===== config.mk =====
export PLATFORM = sky130hd
export DESIGN_NAME = seq_detect_sched
export DESIGN_NICKNAME = d
export VERILOG_FILES = /design/src/rtl/seq_sched_pkg.sv /design/src/rtl/serial_frame_matcher.sv /design/src/rtl/seq_detect_sched.sv
export SDC_FILE = /design/constraint.sdc
export NUM_CORES = 1
export LEC_CHECK = 0
export ABC_AREA = 1
export BUFFER_PORTS_ARGS = -buffer_cell sky130_fd_sc_hd__buf_2
export CORE_MARGIN = 2
export CORE_UTILIZATION = 30
export DETAILED_ROUTE_END_ITERATION = 10
export PLACE_DENSITY = 0.52
export SETUP_SLACK_MARGIN = 0.1
export SYNTH_ARGS = -nofsm -noshare
export SYNTH_HDL_FRONTEND = slang
export SYNTH_SLANG_ARGS = --single-unit
export TNS_END_PERCENT = 5

===== constraint.sdc =====
create_clock -name clk -period 2.84 [get_ports clk]
set_input_delay 0.142 -clock clk [delete_from_list [all_inputs] [get_ports clk]]
set_output_delay 0.142 -clock clk [all_outputs]
set_load 0.01 [all_outputs]

===== src/rtl/seq_sched_pkg.sv =====
// Shared types and defaults for the round-robin serial frame detector scheduler.
package seq_sched_pkg;

  typedef enum logic [1:0] {
    IDLE   = 2'd0,
    SHIFT  = 2'd1,
    REPORT = 2'd2
  } state_e;

  localparam int                     DEF_FRAME_W = 4;
  localparam logic [DEF_FRAME_W-1:0] DEF_PATTERN = 4'b0110;
  localparam int                     STAT_W      = 8;

endpackage


===== src/rtl/serial_frame_matcher.sv =====
// Serial MSB-first frame comparator; hit pulses the cycle after the last bit
// of a frame whose bits equal PATTERN.
module serial_frame_matcher
  import seq_sched_pkg::*;
#(
  parameter int                   FRAME_W = DEF_FRAME_W,
  parameter logic [FRAME_W-1:0]   PATTERN = DEF_PATTERN
) (
  input  logic clk,
  input  logic rst,
  input  logic frame_start,
  input  logic bit_valid,
  input  logic bit_in,
  output logic hit
);

  localparam int CW = $clog2(FRAME_W + 1);

  logic [FRAME_W-1:0] rx_q, rx_d;
  logic [CW-1:0]      cnt_q, cnt_d;
  logic [CW-1:0]      prior;
  logic               hit_q, hit_d;

  always_comb begin
    // NOTE: every variable gets a default before any branch, so no path leaves
    // one unassigned and no latch is inferred.
    rx_d  = rx_q;
    cnt_d = cnt_q;
    hit_d = 1'b0;
    prior = frame_start ? '0 : cnt_q;
    if (bit_valid) begin
      rx_d  = (rx_q << 1) | FRAME_W'(bit_in);
      // Count sticks at FRAME_W so stray bits after a frame cannot re-fire hit.
      cnt_d = (prior == CW'(FRAME_W)) ? prior : prior + CW'(1);
      hit_d = (prior == CW'(FRAME_W - 1)) && (rx_d == PATTERN);
    end
  end

  // NOTE: non-blocking assignments so every flop samples pre-edge values.
  always_ff @(posedge clk or posedge rst) begin
    if (rst) begin
      rx_q  <= '0;
      cnt_q <= '0;
      hit_q <= 1'b0;
    end else begin
      rx_q  <= rx_d;
      cnt_q <= cnt_d;
      hit_q <= hit_d;
    end
  end

  assign hit = hit_q;

endmodule


===== src/rtl/seq_detect_sched.sv =====
// Round-robin scheduler sharing one serial frame matcher among NREQ requesters.
// Optional match statistics counter: define SEQ_DETECT_SCHED_STATS_EN.
module seq_detect_sched
  import seq_sched_pkg::*;
#(
  parameter int                 NREQ    = 4,
  parameter int                 FRAME_W = DEF_FRAME_W,
  parameter logic [FRAME_W-1:0] PATTERN = DEF_PATTERN,
  parameter int                 ID_W    = $clog2(NREQ)
) (
  input  logic                    clk,
  input  logic                    rst,
  input  logic [NREQ-1:0]         req,
  input  logic [NREQ*FRAME_W-1:0] data,
  output logic [NREQ-1:0]         gnt,
  output logic                    busy,
  output logic                    done,
  output logic [ID_W-1:0]         done_id,
`ifdef SEQ_DETECT_SCHED_STATS_EN
  input  logic                    clr_count,
  output logic [STAT_W-1:0]       match_count,
`endif
  output logic                    match
);

  localparam int CNT_W = $clog2(FRAME_W + 1);

  state_e             state_q, state_d;
  logic [FRAME_W-1:0] shift_q, shift_d;
  logic [CNT_W-1:0]   cnt_q, cnt_d;
  logic [ID_W-1:0]    rr_q, rr_d;
  logic               any_req;
  logic [ID_W-1:0]    winner;
  logic               bit_valid, frame_start, hit;

  // Rotating priority: first requester at or after rr_q+1, wrapping at NREQ.
  always_comb begin
    any_req = 1'b0;
    winner  = rr_q;
    for (int k = 1; k <= NREQ; k++) begin
      if (!any_req && req[(int'(rr_q) + k) % NREQ]) begin
        any_req = 1'b1;
        winner  = ID_W'((int'(rr_q) + k) % NREQ);
      end
    end
  end

  always_comb begin
    state_d = state_q;
    shift_d = shift_q;
    cnt_d   = cnt_q;
    rr_d    = rr_q;
    case (state_q)
      IDLE: begin
        if (any_req) begin
          state_d = SHIFT;
          shift_d = data[int'(winner)*FRAME_W +: FRAME_W];
          cnt_d   = '0;
          rr_d    = winner;
        end
      end
      SHIFT: begin
        shift_d = shift_q << 1;
        cnt_d   = cnt_q + CNT_W'(1);
        if (cnt_q == CNT_W'(FRAME_W - 1)) state_d = REPORT;
      end
      REPORT:  state_d = IDLE;
      default: state_d = IDLE;
    endcase
  end

  always_ff @(posedge clk or posedge rst) begin
    if (rst) begin
      state_q <= IDLE;
      shift_q <= '0;
      cnt_q   <= '0;
      rr_q    <= ID_W'(NREQ - 1);
    end else begin
      state_q <= state_d;
      shift_q <= shift_d;
      cnt_q   <= cnt_d;
      rr_q    <= rr_d;
    end
  end

  assign bit_valid   = (state_q == SHIFT);
  assign frame_start = bit_valid && (cnt_q == '0);

  serial_frame_matcher #(
    .FRAME_W (FRAME_W),
    .PATTERN (PATTERN)
  ) u_matcher (
    .clk         (clk),
    .rst         (rst),
    .frame_start (frame_start),
    .bit_valid   (bit_valid),
    .bit_in      (shift_q[FRAME_W-1]),
    .hit         (hit)
  );

  // Grant is the first SHIFT cycle, decoded from the pointer just loaded.
  always_comb begin
    gnt = '0;
    if (frame_start) gnt[rr_q] = 1'b1;
  end

  assign busy    = (state_q != IDLE);
  assign done    = (state_q == REPORT);
  assign match   = done & hit;
  assign done_id = done ? rr_q : '0;

`ifdef SEQ_DETECT_SCHED_STATS_EN
  logic [STAT_W-1:0] count_q, count_d;

  always_comb begin
    count_d = count_q;
    if (clr_count)                   count_d = '0;
    else if (match && count_q != '1) count_d = count_q + STAT_W'(1);
  end

  always_ff @(posedge clk or posedge rst) begin
    if (rst) count_q <= '0;
    else     count_q <= count_d;
  end

  assign match_count = count_q;
`endif

endmodule


* Word-level counts from Yosys, hierarchy flattened
Cells that the tools add are included.
** Cells by class
- $add $sub $neg :: 6
- Magnitude comparators :: 6
- Equal/unequal tests :: 8
- Shift operators :: 1
- Mux-type cells :: 34
- Bitwise gates (word level) :: 6
- Reductions and logical operators :: 20
** Operators with widths (number)
- $lt 3x4->1 const B :: 4
- $shiftx 16x5->4 :: 1
- $mux 1 :: 14
- $mux 2 :: 7
- $mux 3 :: 3
- $bmux 1 s2 :: 4
- $mux 4 :: 2
- $pmux 4 s2 :: 1
- $reduce_or 2->1 :: 4
- $add 3x1->3 const B :: 2
- $eq 3x2->1 const B :: 2
- $logic_and 1x1->1 :: 6
- $pmux 3 s2 :: 1
- $reduce_and 2->1 :: 3
- $add 2x1->2 const B :: 2
- $add 2x2->2 const B :: 2
- $and 1x1->1 const A :: 4
- $eq 4x3->1 const B :: 1
- $or 4x1->4 :: 1
- $pmux 2 s2 :: 1
- $reduce_bool 2->1 :: 2
- $eq 3x3->1 const B :: 1
- $logic_not 1->1 :: 3
- $logic_not 3->1 :: 1
- 9 further kinds :: 9
** Storage, ports and cells
- Register bits after elaboration :: 18
- Input port bits :: 22
- Output and inout bits :: 9
- Word-level logic and storage cells :: 88

* Depth between registers and ports, before layout
Gate-level depths: netlist of the first run.
- Depth in word-level cells :: 19
- Gate-level depth with buffers :: 15
- Depth with buffers taken out :: 13

* By module
Synthesis of the first run repeated with hierarchy kept, for this count alone.
** Unflattened totals
- Cell total of the unflattened synthesis :: 208
- Area, all modules :: 1468.9 µm²
** By module, submodules not included
- seq_detect_sched :: times used 1, cells an instance 169, area an instance 1127.3 µm², sequential area each 277.8 µm²
- serial_frame_matcher :: times used 1, cells an instance 39, area an instance 341.6 µm², sequential area each 175.2 µm²

* Least setup slack after synthesis of the first run
OpenSTA, ideal clock, no wires.
- Kind :: register to register
- Start :: register rr_q[0]
- End :: register shift_q[0]
- Library setup time :: 117 ps
- Data arrival time :: 1986 ps
- Required time :: 2723 ps
- Setup slack :: 736 ps
- Stages on the path, launching flop included :: 16
- Buffers on the path :: 2
- Clock period less this slack :: 2104 ps
- Cells stage by stage :: dfstp_2 -> buf_6 -> inv_4 -> buf_12 -> ha_1 -> inv_1 -> nand2_1 -> nand2_2 -> inv_4 -> nand2_1 -> nand2_1 -> nand2_1 -> nand2_1 -> nand3_1 -> nand3_1 -> nand2_1
** Between the ends
- Word-level cells in the longest chain between the ends :: 17
- Elaborated cells on any way between the ends :: 35
- Those cells by class :: add/sub (4); eq/ne (1); shift (1); mux (22); reduce/logical (7)
** Ends and longest elaborated chain
- start: declaration :: RTL line seq_detect_sched.sv:31 : logic [ID_W-1:0] rr_q, rr_d;
- start signal: assignment :: RTL line seq_detect_sched.sv:77 : rr_q <= ID_W'(NREQ - 1);
- start signal: assignment :: RTL line seq_detect_sched.sv:82 : rr_q <= rr_d;
- $add 2x1->2 :: RTL line seq_detect_sched.sv:41, seq_detect_sched.sv:43
- $bmux 1 s2 :: RTL line seq_detect_sched.sv:41 : if (!any_req && req[(int'(rr_q) + k) % NREQ]) begin
- $mux 1 (implied by the code) (2 in a row) :: RTL line seq_detect_sched.sv:41
- $mux 1 :: RTL line seq_detect_sched.sv:41
- $logic_not 1->1 :: RTL line seq_detect_sched.sv:41
- $logic_and 1x1->1 :: RTL line seq_detect_sched.sv:41
- $mux 1 :: RTL line seq_detect_sched.sv:41
- $logic_not 1->1 :: RTL line seq_detect_sched.sv:41
- $logic_and 1x1->1 :: RTL line seq_detect_sched.sv:41
- $mux 1 :: RTL line seq_detect_sched.sv:41
- $logic_not 1->1 :: RTL line seq_detect_sched.sv:41
- $logic_and 1x1->1 :: RTL line seq_detect_sched.sv:41
- $mux 2 :: RTL line seq_detect_sched.sv:41
- $shiftx 16x5->4 :: RTL line seq_detect_sched.sv:57 : shift_d = data[int'(winner)*FRAME_W +: FRAME_W];
- $mux 4 :: RTL line seq_detect_sched.sv:55 : if (any_req) begin
- $pmux 4 s2 :: RTL line seq_detect_sched.sv:53 : case (state_q)
- end signal: assignment :: RTL line seq_detect_sched.sv:80 : shift_q <= shift_d;
- end: declaration :: RTL line seq_detect_sched.sv:29 : logic [FRAME_W-1:0] shift_q, shift_d;
Parallel ways exist; a longest one is shown, timed or not. The select of a mux whose other input is x is not followed.
A chain may end at the register's enable or synchronous reset.

* Worst setup path in the final report of the first run
- Start :: register rr_q[0]
- End :: register shift_q[3]
Same word-level chain as after synthesis.

==> results.txt, run 1 <==
status - finished with violations
violated checks - negative hold slack
Post-DP HPWL - 2496 µm
post-route ant nets - 0
worst path bufs/invs - 3
Pwr Total - 2.211 mW
Critical Path Source Type - flip-flop
gr ovfl total - 0
drt first-iter violations - 58
ANT cells - 0
number of CTS-inserted buffers - 3
CTS hold repair buffers - 0
Area contributors post-synth - dfrtp_1, nand3_1, nand2_1, ha_1, inv_1
drt drc - 0
I/O pin cnt - 31
post-synth top area cell - dfrtp_1
share of layout cells above drive strength 1 - 27.11%
worst endpoint required time - 2.99 ns
clock transition at the registers of the reported paths - 0.07 ns
Max Clock Skew - 0.001376 ns
share of the synthesized area in the top cell type - 27.83%
Mapped Nets - 226
fin crit share - 81.80%
clk buf depth - 2
Worst setup EP type - flip-flop
Worst Path Max Fanout - 12
Max-Cap Viols - 0
dpl cell area - 1625 µm²
Tmin final - 2.323 ns
pin count of the biggest net entering global routing - 19
Critical Path AT - 2.47 ns
Placed Cells - 275
RSZ-0062 raised after global routing - no
cell family with most CP delay - simple AND/OR/NAND/NOR gates
post-synthesis sequential area ratio - 31.48%
mapped cell area - 1439 µm²
Initial Util - 30.87%
core area - 4661 µm²
Seq cells post-synth - 18
Die Area - 5366 µm²
per-cell routed wire length - 11.27 µm
Clock Latency Late Sink - 0.26 ns
Final setup viols - 0
Post-synth EDFFs - 0
Final Non-Filler Cells - 279
Netlist cell types - 24
Die X - 73.26 µm
Slew Viols, Final - 0
commonest cells in the netlist - nand2_1, nand3_1, inv_1
CP max stage delay - 0.70 ns
crit path kind - reg -> reg
Pwr Density - 1316 nW/µm²
Via-to-Cell Ratio - 4.516
PostCTS Resize Cnt - 0
TritonCTS clock tree - yes
slew at the pin closest to its max-slew limit - 0.6646 ns
Post-Synthesis Cells - 194
area grow syn2layout - 16.78%
first-pass iteration count of the detailed router - 4
all-layer global routing usage - 12.61%
Top cell by count, worst path - nand2_1
initial antenna violation count - 0
YS warnings - 0
Leak Pwr - 0.9518 nW
die height - 73.26 µm
Fin Hold WS - -0.03025 ns
Finished Cell Area - 1680 µm²
fmax - 0.4305 GHz
top-count cell post-synth - nand2_1
post-CTS setup buffer count - 0
clk sinks - 18
CP Cell Sequence - inv_4, ha_1, inv_1, nand2_1, nand2_2, inv_4, nand2_1, nand2_1, nand2_1, nand2_1, nand3_1, nand3_1, nand2_1
Peak supply drop - 476.2 µV
synthesized area per cell - 7.417 µm²
vias in the first global route - 1172
H-tree levels - 1
slowest cell on the critical path - dfstp_2
FFs w/ async S/R, synth - 100.0%
first-pass GRT wire length - 5299 µm
nets - 258
total wire length - 3143 µm
GP Congestion - 0.8066
Rel. slew slack - 55.64%
PortBufs - 30
Synth Flop Type - dfrtp_1
Vias - 1260
final hold violations - 16
TNS Setup - 0 ns
Root Driver - clkbuf_8
FP Rows - 25
worst hold path type - in -> async
[placed cells by master, fill, tap and decap left out, drive strengths merged]
cell / synthesis / final
o22ai: 1 / 1
buf: 2 / 31
nand4: 2 / 2
inv: 34 / 34
nand2: 53 / 53
ha: 10 / 10
xor2: 1 / 1
a21oi: 3 / 3
nor2: 12 / 12
clkbuf: 2 / 4
o21ai: 8 / 8
dfrtp: 16 / 16
nor3: 1 / 1
dfstp: 2 / 2
nand3: 46 / 46
a31oi: 1 / 1
[logic make-up (layout without fill, tap and decap cells)]
kind of cell | Yosys count | after routing | share of synthesized area, %
xor gates and xnor gates | 1 | 1 | 0.6088
AOI/OAI and AO/OA | 13 | 13 | 4.957
DFF | 18 | 18 | 31.48
and+or+nand+nor | 114 | 114 | 42.35
adders and majority gates | 10 | 10 | 8.696
buffers and inverters | 38 | 69 | 11.91
[power by group]
| part | total, mW | switching [mW] | internal (mW) | leakage [nW] |
|---|---|---|---|---|
| Combinational | 1.51 | 0.991 | 0.520 | 0.705 |
| Sequential | 0.489 | 0.0947 | 0.394 | 0.218 |
| Clock | 0.212 | 0.0884 | 0.123 | 0.0288 |
[sequential cells by signal, summed over array words and instances (netlist names)]
| register | flops |
|---|---|
| state_q | 2 |
| u_matcher.hit | 1 |
| u_matcher.rx_q | 3 |
| cnt_q | 3 |
| shift_q | 4 |
| u_matcher.cnt_q | 3 |
| rr_q | 2 |
[through the flow]
step	util (%)	setup WS (ns)
floorplan	-	0.7362
global placement	34.87	0.5775
detailed placement	34.87	0.5182
CTS	36.05	0.5021
global route	36.05	0.3330
finish	36.05	0.5169
[metal layers]
metal | up-vias | routed length (µm) | GRT usage (%)
met5 | - | 0 | 0
met4 | 0 | 35 | 3.086
li1 | 684 | - | -
met3 | 5 | 152 | 2.881
met1 | 540 | 1615 | 17.96
met2 | 31 | 1339 | 19.32
[cell type report]
type	instances	area (µm²)
Clock buffer	4	55.05
Tap cell	54	67.56
Timing Repair Buffer	31	157.7
Fill cell	515	2980
Sequential cell	18	452.9
Inverter	34	132.6
Multi-Input combinational cell	138	814.5
[worst register-to-register path: stages (launching register included)]
cell and delay (ns):
dfstp_2 0.70, inv_4 0.15, ha_1 0.37, inv_1 0.10
nand2_1 0.10, nand2_2 0.07, inv_4 0.09, nand2_1 0.06
nand2_1 0.10, nand2_1 0.06, nand2_1 0.16, nand3_1 0.10
nand3_1 0.11, nand2_1 0.06
[final timing paths]
check,start,to,slack (ns),cells past startpoint
min in group clk,data[14],shift_q[2],0.26,5
min reg2reg,u_matcher.cnt_q[1],u_matcher.cnt_q[1],0.48,2
max,rr_q[0],shift_q[3],0.52,13
min,rst,cnt_q[2],-0.03,2
max reg2reg,rr_q[0],shift_q[3],0.52,13
max in group asynchronous,rst,shift_q[2],2.45,2
No activity file was read; power rests on OpenSTA's default activity.
==> run 2: changes to the inputs <==
Clock period 2.84 ns to 2.3 ns, I/O delays scaled along.
==> run 2 against run 1 <==
The flow now finishes without violations. Core utilization grew 1.7 points. Clock power is 23% higher. Setup slack worse by 0.28 ns. Critical path depth stayed put. Final area is 4.8% higher. Combinational power grew 33%. Worst hold slack better by 0.25 ns. Clock skew increased by 0.00068 ns. Sequential share of layout area down 1.2 points. Register-to-register slack got worse by 0.28 ns. First-iteration DRC count rose by 22%. Final cell count rose by 2.9%. Critical path type unchanged.
==> results.txt, run 2 (synthesis gave the netlist of run 1 again) <==
Critical Path Source Type - flip-flop
Clock Latency Late Sink - 0.25 ns (about the same)
first-pass GRT wire length - 5382 µm (+1.6%)
most frequent cells in the layout - nand2_1, nand3_1, inv_1, buf_2, dfrtp_1
Peak supply drop - 615.7 µV (+29%)
GP Congestion - 0.7612 (-5.6%)
worst hold path type - in -> reg
H-tree levels - 1 (unchanged)
fin crit share - 89.68% (+7.9 points)
Leak Pwr - 0.9856 nW (+3.6%)
first-pass iteration count of the detailed router - 4 (unchanged)
PortBufs - 30 (unchanged)
drt drc - 0 (unchanged)
core area - 4661 µm² (unchanged)
die height - 73.26 µm (unchanged)
Root Driver - clkbuf_8
status - completed
vias in the first global route - 1224 (+4.4%)
I/O pin cnt - 31 (unchanged)
initial antenna violation count - 0 (unchanged)
Max-Cap Viols - 0 (unchanged)
clock transition at the registers of the reported paths - 0.07 ns (about the same)
share of layout cells above drive strength 1 - 30.47% (+3.4 points)
Reg2Reg Setup Slack - 0.24 ns (-0.28 ns)
Post-Place Setup Slack - 0.1066 ns (-0.4116 ns)
Worst setup EP type - flip-flop
RSZ-0062 raised after global routing - no
Setup WS post-layout - 0.2375 ns (-0.2794 ns)
TritonCTS clock tree - yes
TNS Setup - 0 ns (unchanged)
Critical Path AT - 2.21 ns (-0.26 ns)
Via-to-Cell Ratio - 4.575 (+1.3%)
gr ovfl total - 0 (unchanged)
final core utilization - 37.80% (+1.7 points)
RR Startpoint - rr_q[1]
Final Non-Filler Cells - 287 (+2.9%)
largest register by flop count - shift_q
Worst Path Max Fanout - 5 (-7)
fmax - 0.4848 GHz (+13%)
Slew Viols, Final - 0 (unchanged)
Rel. slew slack - 51.80% (-3.8 points)
Final setup viols - 0 (unchanged)
Initial Util - 30.87% (unchanged)
Placed Cells - 276 (+0.36%)
per-cell routed wire length - 10.84 µm (-3.8%)
pin count of the biggest net entering global routing - 19 (unchanged)
drt first-iter violations - 71 (+22%)
ANT cells - 0 (unchanged)
crit path kind - reg -> reg
Tmin final - 2.063 ns (-0.2606 ns)
Vias - 1313 (+4.2%)
Hold Startpoint - data[14]
Post-DP HPWL - 2370 µm (-5.0%)
number of CTS-inserted buffers - 3 (unchanged)
clk sinks - 18 (unchanged)
Pwr Density - 1614 nW/µm² (+23%)
slew at the pin closest to its max-slew limit - 0.7222 ns (+0.05753 ns)
all-layer global routing usage - 12.63% (+0.025 points)
worst endpoint required time - 2.45 ns (-0.54 ns)
post-route ant nets - 0 (unchanged)
clk buf depth - 2 (unchanged)
nets - 266 (+3.1%)
Die Area - 5366 µm² (unchanged)
FP Rows - 25 (unchanged)
area grow syn2layout - 22.43%
Setup crit start - rr_q[1]
max reg flops - 4 (unchanged)
total wire length - 3110 µm (-1.0%)
Max Clock Skew - 0.002054 ns (+0.0006779 ns)
Die X - 73.26 µm (unchanged)
final hold violations - 0 (-16)
## run 2: cell count changes in the layout (fill, tap and decap cells not counted), sizes merged
| cell | previous run | this run |
|---|---|---|
| inv | 34 | 33 |
| buf | 31 | 38 |
| clkinvlp | 0 | 1 |
| dlygate4sd3 | 0 | 1 |
## run 2: routing by layer
layer / vias up / part of all wire (%) / track usage [%]
li1: 698 / - / -
met1: 584 / 51 / 17.44
met2: 27 / 43 / 20.32
met3: 4 / 4.5 / 2.469
met4: 0 / 1.1 / 3.086
met5: - / 0 / 0
## run 2: through the flow
stage	area [µm²]	total power, mW	hold WS (ns)
floorplan	1439	2.143	0.05211
global placement	1633	2.487	0.2644
detailed placement	1633	2.482	0.2694
CTS	1710	2.788	0.2227
global route	1762	3.185	0.2441
finish	1762	2.844	0.2235
## run 2: area by class of cell
class                      count  area (µm²)
clock buffer                   4       55.05
fill                         507        2899
inverter                      34       136.4
multi-input combinational    138       829.5
sequential                    18       452.9
tap                           54       67.56
timing repair buffer          39       220.2
## run 2: where the power goes
| group | internal (mW) | switching [mW] | leakage, nW |
|---|---|---|---|
| Clock | 0.152 | 0.108 | 0.0288 |
| Combinational | 0.744 | 1.27 | 0.739 |
| Sequential | 0.486 | 0.0871 | 0.218 |
| Total | 1.38 | 1.46 | 0.986 |
## run 2: worst max-delay path, stage by stage, from the launching register on
cell	delay [ns]
dfstp_2	0.60
clkinvlp_4	0.16
ha_4	0.32
inv_1	0.07
nand2_1	0.10
nand2_2	0.07
inv_4	0.09
nand2_1	0.05
nand2_1	0.09
nand2_1	0.07
nand2_2	0.11
nand3_1	0.08
nand3_1	0.10
nand2_1	0.05
## run 2: timing repair
| action | in CTS | in global routing |
|---|---|---|
| pin swaps | 0 | 0 |
| cloned | 0 | 0 |
| hold buffers | 1 | 0 |
| buffers inserted | 0 | 6 |
| endpoints found under the hold margin | 16 | 0 |
| setup endpoints to repair | 1 | 4 |
| resized for setup | 1 | 2 |
## run 2: worst paths after layout
| check | to | depth (start not counted) |
|---|---|---|
| worst min-delay path | shift_q[2] | 5 |
| worst min register to register | u_matcher.cnt_q[1] | 2 |
| worst max-delay path | shift_q[3] | 13 |
| min in group asynchronous | cnt_q[2] | 3 |
| worst max register to register | shift_q[3] | 13 |
| max in group asynchronous | u_matcher.cnt_q[2] | 3 |
